### src/rtl/ym3438_bus_master.sv
// Register-write bus master for the YM3438: optional busy poll, then address
// and data write strobes with programmable pulse/recovery timing.
module ym3438_bus_master #(
  parameter int PULSE   = 4,
  parameter int RECOVER = 4,
  parameter int POLL    = 1,
  parameter int TIMEOUT = 255
) (
  input  logic       MCLK,
  input  logic       RESET,
  input  logic       req_valid,
  output logic       req_ready,
  input  logic       req_bank,
  input  logic [7:0] req_addr,
  input  logic [7:0] req_data,
  output logic       done,
  output logic       timeout_err,
  output logic       CS,
  output logic       WR,
  output logic       RD,
  output logic [1:0] ADDRESS,
  output logic [7:0] DATA_o,
  output logic       DATA_oe,
  input  logic [7:0] DATA_i
);

  typedef enum logic [2:0] {
    IDLE, POLL_STB, POLL_REC, AWR_STB, AWR_REC, DWR_STB, DWR_REC
  } state_t;

  localparam logic [3:0] LP_STB_LAST = 4'(PULSE - 1);
  localparam logic [3:0] LP_REC_LAST = 4'(RECOVER - 1);
  localparam logic [7:0] LP_TMO      = 8'(TIMEOUT);

  state_t     r_state, w_state_nx;
  logic [3:0] r_phase, w_phase_nx;
  logic [7:0] r_polls, w_polls_nx;
  logic       r_busy, w_busy_nx;
  logic       r_bank, w_bank_nx;
  logic [7:0] r_addr, w_addr_nx;
  logic [7:0] r_data, w_data_nx;

  logic       r_ready, w_ready_nx;
  logic       r_done, w_done_nx;
  logic       r_tmo, w_tmo_nx;
  logic       r_cs, w_cs_nx;
  logic       r_wr, w_wr_nx;
  logic       r_rd, w_rd_nx;
  logic [1:0] r_address, w_address_nx;
  logic [7:0] r_data_o, w_data_o_nx;
  logic       r_oe, w_oe_nx;

  logic       w_accept, w_stb_end, w_rec_end;
  logic       w_unused;

  // Only the busy flag of the status byte matters here.
  assign w_unused = ^DATA_i[6:0];

  always_comb begin
    w_accept   = req_valid & r_ready;
    w_stb_end  = (r_phase == LP_STB_LAST);
    w_rec_end  = (r_phase == LP_REC_LAST);
    w_state_nx = r_state;
    w_phase_nx = r_phase + 4'd1;
    w_polls_nx = r_polls;
    w_busy_nx  = r_busy;
    w_bank_nx  = r_bank;
    w_addr_nx  = r_addr;
    w_data_nx  = r_data;
    w_ready_nx = 1'b0;
    w_tmo_nx   = 1'b0;
    case (r_state)
      IDLE: begin
        w_phase_nx = 4'd0;
        w_ready_nx = 1'b1;
        if (w_accept) begin
          w_ready_nx = 1'b0;
          w_bank_nx  = req_bank;
          w_addr_nx  = req_addr;
          w_data_nx  = req_data;
          w_polls_nx = 8'd0;
          w_state_nx = (POLL != 0) ? POLL_STB : AWR_STB;
        end
      end
      POLL_STB: if (w_stb_end) begin
        w_busy_nx  = DATA_i[7];
        w_polls_nx = r_polls + 8'd1;
        w_phase_nx = 4'd0;
        w_state_nx = POLL_REC;
      end
      POLL_REC: if (w_rec_end) begin
        w_phase_nx = 4'd0;
        if (!r_busy) w_state_nx = AWR_STB;
        else if (r_polls < LP_TMO) w_state_nx = POLL_STB;
        else begin
          // Give up waiting and write anyway; the error pulse flags it.
          w_tmo_nx   = 1'b1;
          w_state_nx = AWR_STB;
        end
      end
      AWR_STB: if (w_stb_end) begin w_phase_nx = 4'd0; w_state_nx = AWR_REC; end
      AWR_REC: if (w_rec_end) begin w_phase_nx = 4'd0; w_state_nx = DWR_STB; end
      DWR_STB: if (w_stb_end) begin w_phase_nx = 4'd0; w_state_nx = DWR_REC; end
      DWR_REC: if (w_rec_end) begin
        w_phase_nx = 4'd0;
        w_ready_nx = 1'b1;
        w_state_nx = IDLE;
      end
      default: begin w_phase_nx = 4'd0; w_state_nx = IDLE; end
    endcase
  end

  // Bus outputs are decoded from the next state so they register in step with it.
  always_comb begin
    w_cs_nx      = 1'b1;
    w_wr_nx      = 1'b1;
    w_rd_nx      = 1'b1;
    w_oe_nx      = 1'b0;
    w_address_nx = r_address;
    w_data_o_nx  = r_data_o;
    case (w_state_nx)
      POLL_STB: begin w_cs_nx = 1'b0; w_rd_nx = 1'b0; w_address_nx = 2'b00; end
      AWR_STB: begin
        w_cs_nx = 1'b0; w_wr_nx = 1'b0; w_oe_nx = 1'b1;
        w_address_nx = {w_bank_nx, 1'b0};
        w_data_o_nx  = w_addr_nx;
      end
      DWR_STB: begin
        w_cs_nx = 1'b0; w_wr_nx = 1'b0; w_oe_nx = 1'b1;
        w_address_nx = {w_bank_nx, 1'b1};
        w_data_o_nx  = w_data_nx;
      end
      AWR_REC, DWR_REC: w_oe_nx = 1'b1;
      default: ;
    endcase
    w_done_nx = (w_state_nx == DWR_REC) && (w_phase_nx == LP_REC_LAST);
  end

  always_ff @(posedge MCLK) begin
    if (RESET) begin
      r_state   <= IDLE;
      r_phase   <= 4'd0;
      r_polls   <= 8'd0;
      r_busy    <= 1'b0;
      r_bank    <= 1'b0;
      r_addr    <= 8'd0;
      r_data    <= 8'd0;
      r_ready   <= 1'b0;
      r_done    <= 1'b0;
      r_tmo     <= 1'b0;
      r_cs      <= 1'b1;
      r_wr      <= 1'b1;
      r_rd      <= 1'b1;
      r_address <= 2'b00;
      r_data_o  <= 8'd0;
      r_oe      <= 1'b0;
    end else begin
      r_state   <= w_state_nx;
      r_phase   <= w_phase_nx;
      r_polls   <= w_polls_nx;
      r_busy    <= w_busy_nx;
      r_bank    <= w_bank_nx;
      r_addr    <= w_addr_nx;
      r_data    <= w_data_nx;
      r_ready   <= w_ready_nx;
      r_done    <= w_done_nx;
      r_tmo     <= w_tmo_nx;
      r_cs      <= w_cs_nx;
      r_wr      <= w_wr_nx;
      r_rd      <= w_rd_nx;
      r_address <= w_address_nx;
      r_data_o  <= w_data_o_nx;
      r_oe      <= w_oe_nx;
    end
  end

  assign req_ready   = r_ready;
  assign done        = r_done;
  assign timeout_err = r_tmo;
  assign CS          = r_cs;
  assign WR          = r_wr;
  assign RD          = r_rd;
  assign ADDRESS     = r_address;
  assign DATA_o      = r_data_o;
  assign DATA_oe     = r_oe;

endmodule

### config.mk
export PLATFORM = sky130hd
export DESIGN_NAME = ym3438_bus_master
export DESIGN_NICKNAME = d
export VERILOG_FILES = /design/src/rtl/ym3438_bus_master.sv
export SDC_FILE = /design/constraint.sdc
export NUM_CORES = 1
export LEC_CHECK = 0
export CORE_ASPECT_RATIO = 1.75
export CORE_MARGIN = 2
export CORE_UTILIZATION = 30
export DETAILED_ROUTE_END_ITERATION = 10
export GPL_TIMING_DRIVEN = 0
export PLACE_DENSITY = 0.49
export SLEW_MARGIN = 10
export SYNTH_ARGS = -nofsm -noshare
export SYNTH_HDL_FRONTEND = slang
export SYNTH_SLANG_ARGS = --single-unit
### constraint.sdc
create_clock -name MCLK -period 1.95 [get_ports MCLK]
set_clock_uncertainty 0.05 [all_clocks]
set_input_delay 0.2925 -clock MCLK [delete_from_list [all_inputs] [get_ports MCLK]]
set_output_delay 0.2925 -clock MCLK [all_outputs]
set_load 0.1 [all_outputs]
# == Word level (Yosys, flattened, before mapping) ==
# Index checks and enable logic that the tools add are counted.
# word_totals
register_bits,50
latchBits,0
ramBits,0
rom_bits,0
in_bits,28
output_inout_bits,17
mem_count,0
# classes
n_addsub,2
multipliers,0
div_mod_pow,0
order_cmp,1
eq_ne,15
shifts,0
mux,31
bitwise,4
reduce_logical,12
# ops
cell,count
8-bit two-way mux,6
8-bit one-hot mux with 2 select lines,2
3-bit two-way mux,7
3-bit one-hot mux with 7 select lines,1
"3-bit == test, second input constant",6
"3-bit by 2-bit == test with 1-bit output, second input constant",3
1-bit two-way mux,9
"8-bit by 1-bit adder with 8-bit output, second input constant",1
"4-bit by 2-bit == test with 1-bit output, second input constant",2
"8-bit less-than comparator, second input constant",1
4-bit two-way mux,2
4-bit OR reduction,2
"3-bit by 1-bit == test with 1-bit output, second input constant",2
2-bit one-hot mux with 3 select lines,1
6-bit OR reduction,1
"4-bit by 1-bit adder with 4-bit output, second input constant",1
2-bit two-way mux,2
"2-bit != test, second input constant",2
2-bit nonzero test,2
3-bit logical NOT,1
1-bit NOT,3
3-bit AND reduction,1
3-bit nonzero test,1
3-bit OR reduction,1
other kinds (5),5

# == Longest topological paths before layout ==
# depth
depth_word,8
ltp_mapped,7
depth_no_buf,6

# == Worst setup path after synthesis ==
# Ideal clock, no wire load.
# synth_path
kind,flip-flop to flip-flop
start,register r_ready (netlist: req_ready)
end,register r_address[1] (netlist: ADDRESS[1])
t_arrival_ps,2156
t_required_ps,1783
path_slack_ps,-374
path_stages_with_launch,7
n_path_buf,1
period_less_slack_ps,2324
path_cell_list,dfxtp_1 > and2_1 > clkbuf_1 > mux2i_1 > o31ai_1 > nor2_1 > a32o_1
# synth_via
elab_chain_cells,5
elab_cells_between_ends,10
# synth_lines
element,line_no,text
start: declaration,43,"logic r_ready, w_ready_nx;"
start signal: assignment,165,r_ready <= w_ready_nx;
1-bit bitwise AND (*),60,w_accept = req_valid & r_ready;
3-bit two-way mux,76,if (w_accept) begin
3-bit one-hot mux with 7 select lines,72,case (r_state)
"3-bit == test, or another cell as far along",121,case (w_state_nx)
2-bit one-hot mux with 3 select lines or 3-bit nonzero test (tied branches),--,
end signal: assignment,171,r_address <= w_address_nx;
end: declaration,49,"logic [1:0] r_address, w_address_nx;"
# Every way passes the cells marked *; elsewhere a longest branch is shown, timed or not.
# A chain may end at the register's enable or synchronous reset.

# == Worst setup path after layout ==
# layout_path
start,register r_phase[0]
end,register r_done (netlist: done)
# layout_via
elab_chain_cells,5
elab_cells_between_ends,14
# layout_lines
element,line_no,text
start: declaration,36,"logic [3:0] r_phase, w_phase_nx;"
start signal: assignment,159,r_phase <= w_phase_nx;
4-bit by 1-bit adder with 4-bit output or 4-bit by 2-bit == test with 1-bit output (tied branches),"64, 61, 62",
"4-bit two-way mux, or another cell as far along",--,
4-bit two-way mux or 3-bit one-hot mux with 7 select lines (tied branches),--,
4-bit by 2-bit == test with 1-bit output or 3-bit == test (tied branches),136,w_done_nx = (w_state_nx == DWR_REC) && (w_phase_nx == LP_REC_LAST);
1-bit logical AND (*),136,
end signal: assignment,166,r_done <= w_done_nx;
end: declaration,44,"logic r_done, w_done_nx;"
# Marked as above.

==> results.json <==
{
  "synth-main-ff-cell": "dfxtp_1",
  "synth_top_family_by_area": "simple AND/OR/NAND/NOR gates",
  "cp_top_family": "simple AND/OR/NAND/NOR gates",
  "grt_pass1_wl_um": 9430,
  "slew_viol_final": 0,
  "run_status": "complete, no violations",
  "whs_ns": 0.422,
  "antenna_left": 0,
  "clk_pin_slew_ns": 0.07,
  "wl_met2_um": 3180,
  "crit_slowest_cell": "or3b_1",
  "yosys.area_share.simple_pct": 20.6,
  "grt_max_degree": 16,
  "numCtsBuffers": 5,
  "worstPathRequired_ns": 2.09,
  "syn_area_per_cell_um2": 9.15,
  "ff_latch_area_um2": 1010,
  "die_h_um": 117,
  "crit_chain": "ha_4 -> or3b_1 -> buf_6 -> a211oi_4 -> o211ai_1 -> buf_4 -> and4_1",
  "syn-instance-count": 238,
  "clk_latency_ns": 0.29,
  "overflow": 0,
  "finalSetupTns_ns": 0,
  "num-fill-cells": 714,
  "yosys.area.top_type": "dfxtp_1",
  "io_buffers": 36,
  "timing_hold_violations_final": 0,
  "grt_pass1_vias": 1915,
  "fin_nets": 321,
  "wl_met3_um": 137,
  "min_from": "r_data[3]",
  "synth_edf_count": 0,
  "power.leakage_nw": 1.13,
  "multi_input_area_um2": 1180,
  "ys_seq_area_share_pct": 46.0,
  "synth_compound_area_share_pct": 18.3,
  "dp_hpwl_um": 4180,
  "antenna_found_initial": 0,
  "fp.dieW_um": 68.4,
  "core_um2": 7130,
  "ys_top_cells_by_area": "dfxtp_1 46%, mux2i_1 5.5%, nor2_1 4.0%",
  "max-slew-margin-rel_pct": 36.1,
  "drt_wl_total_um": 5790,
  "die_area_um2": 7980,
  "start_kind": "register",
  "wl_met1_um": 2380,
  "cp-startpoint": "r_phase[0]",
  "tightest_slew_ns": 0.962,
  "synth_fa_ha_area_share_pct": 1.15,
  "syn_nets": 268,
  "maxCapViolCount": 0,
  "cts_tree": "built",
  "htree_levels": 2,
  "synth_area_um2": 2180,
  "avgRoutedWirePerCell_um": 15.3,
  "cts.path.max_buffers": 2,
  "synth-seq-cells": 50,
  "synthToLayoutAreaGrowth_pct": 38.3,
  "crit_path_max_incr_delay_ns": 0.36,
  "fin_ws_ns": 0.0746,
  "crit_type": "reg2reg",
  "antenna_cells": 0,
  "min_period_ns": 1.88,
  "synth-xor-area-share_pct": 4.02,
  "cp_num_buf_inv": 2,
  "muxShareOfSynthArea_pct": 6.15,
  "synthDistinctLibCells": 43,
  "max_freq_mhz": 533,
  "cts-root-buf": "clkbuf_16",
  "drt_iter0_markers": 108,
  "dr.pass1.iters": 4,
  "yosysWarnings": 0,
  "rsz0062_at_grt": "yes",
  "max-vdd-ir-drop_uv": 617,
  "num_vias": 1885,
  "final_cell_count_no_fill": 378,
  "place_inst": 360,
  "power_density_nw_per_um2": 806,
  "postCtsHoldBufs": 0,
  "cp.arrival_ns": 2.01,
  "place_congestion": 0.782,
  "setup_viol": 0,
  "rows": 41,
  "drive_gt1_share_pct": 16.8,
  "async_reset_ff_share_pct": 0,
  "finalCritPeriodShare_pct": 96.2,
  "top_layer": "met4",
  "path_max_fanout": 5,
  "avgViaCountPerCell": 4.99,
  "start_util_pct": 30.5,
  "final_util_pct": 42.2,
  "cts_sinks": 50,
  "r2r-start": "r_phase[0]",
  "yosysTopAreaCellShare_pct": 46.0,
  "remaining_drc_errors": 0,
  "io_pins": 45,
  "holdCritPathClass": "reg2reg",
  "grt.total_usage_pct": 16.1,
  "cp-end-kind": "register",
  "dp_slack_ns": -0.451
}
-- cell usage after synthesis, types with 2 or more instances --
master and instances:
dfxtp_1 50, nor2_1 23, nand3_1 14, nor3_1 14, clkbuf_1 13, a21oi_1 12, mux2i_1 12, nand2_1 12
a22oi_1 10, o21ai_1 8, o41ai_1 8, xor2_1 7, inv_1 4, o21ai_0 4, a211oi_1 3, and2_1 3
and3_1 3, buf_2 3, xnor2_1 3, a21o_1 2, and4_1 2, ha_1 2, nand2b_1 2, nand3b_1 2
nand4_1 2, or3_1 2, or3b_1 2
-- worst register-to-register path: stages (launching register included) --
cell      delay, ns
dfxtp_2        0.35
ha_4           0.14
or3b_1         0.36
buf_6          0.15
a211oi_4       0.23
o211ai_1       0.19
buf_4          0.17
and4_1         0.13
-- where the power goes --
group	internal [mW]	total (mW)	switching, mW
registers	1.05	1.06	0.00999
clock network	0.719	1.11	0.387
logic	0.0958	0.261	0.165
total	1.86	2.43	0.562
-- logic make-up (layout without fill, tap and decap cells) --
family	count (synthesis)	after routing
AOI/OAI and AO/OA	56	56
xor gates and xnor gates	10	10
adders and majority gates	2	2
buffers and inverters	21	75
DFF	50	50
muxes	13	13
and+or+nand+nor	86	86
-- sequential cells by signal (all words and copies together) (netlist names), 2 cells and up --
signal and count:
r_addr 8, ADDRESS 2, DATA_o 8, r_data 8, r_state 3, r_phase 4
r_polls 8
-- layout by cell type (no fill, tap or decap), types with 11 or more instances in the layout --
master	n
dfxtp_1	46
nor2_1	23
clkdlybuf4s50_1	19
dlygate4sd2_1	17
nand3_1	14
mux2i_1	12
a21oi_1	12
nand2_1	11
buf_4	11
nor3_1	11
-- metrics by stage --
step | cell area (um2) | power (mW)
after floorplan | 2210 | 1.25
after global placement | 2680 | 1.34
after detailed placement | 2680 | 1.34
after CTS | 2960 | 2.46
after global routing | 3010 | 2.52
final | 3010 | 2.43
-- metal layers --
metal / GRT usage, % / vias to the layer above
met5: 0 / -
li1: - / 971
met4: 7.47 / 0
met1: 18.6 / 873
met2: 27.9 / 34
met3: 2.79 / 7
-- layout make-up --
type	instances	share of cell area [%]
inverter	4	0.499
buffer	16	2.74
clock inverter	1	0.997
timing repair buffer	47	14.1
tap	86	3.57
multi-input combinational	167	39.1
sequential	50	33.5
clock buffer	7	5.44
-- timing repair --
item,in CTS,in global routing
setup endpoints to repair,41,21
gates resized for setup,32,12
pin swaps,3,12
buffers inserted,8,3
-- final timing paths --
check             cells after the start   endpoint  slack [ns]
setup / recovery                      7       done        0.07
hold / removal                        2  r_data[3]        0.42
hold reg to reg                       2  r_data[3]        0.42
setup reg to reg                      7       done        0.07
Power figures use the tool's default switching activity.
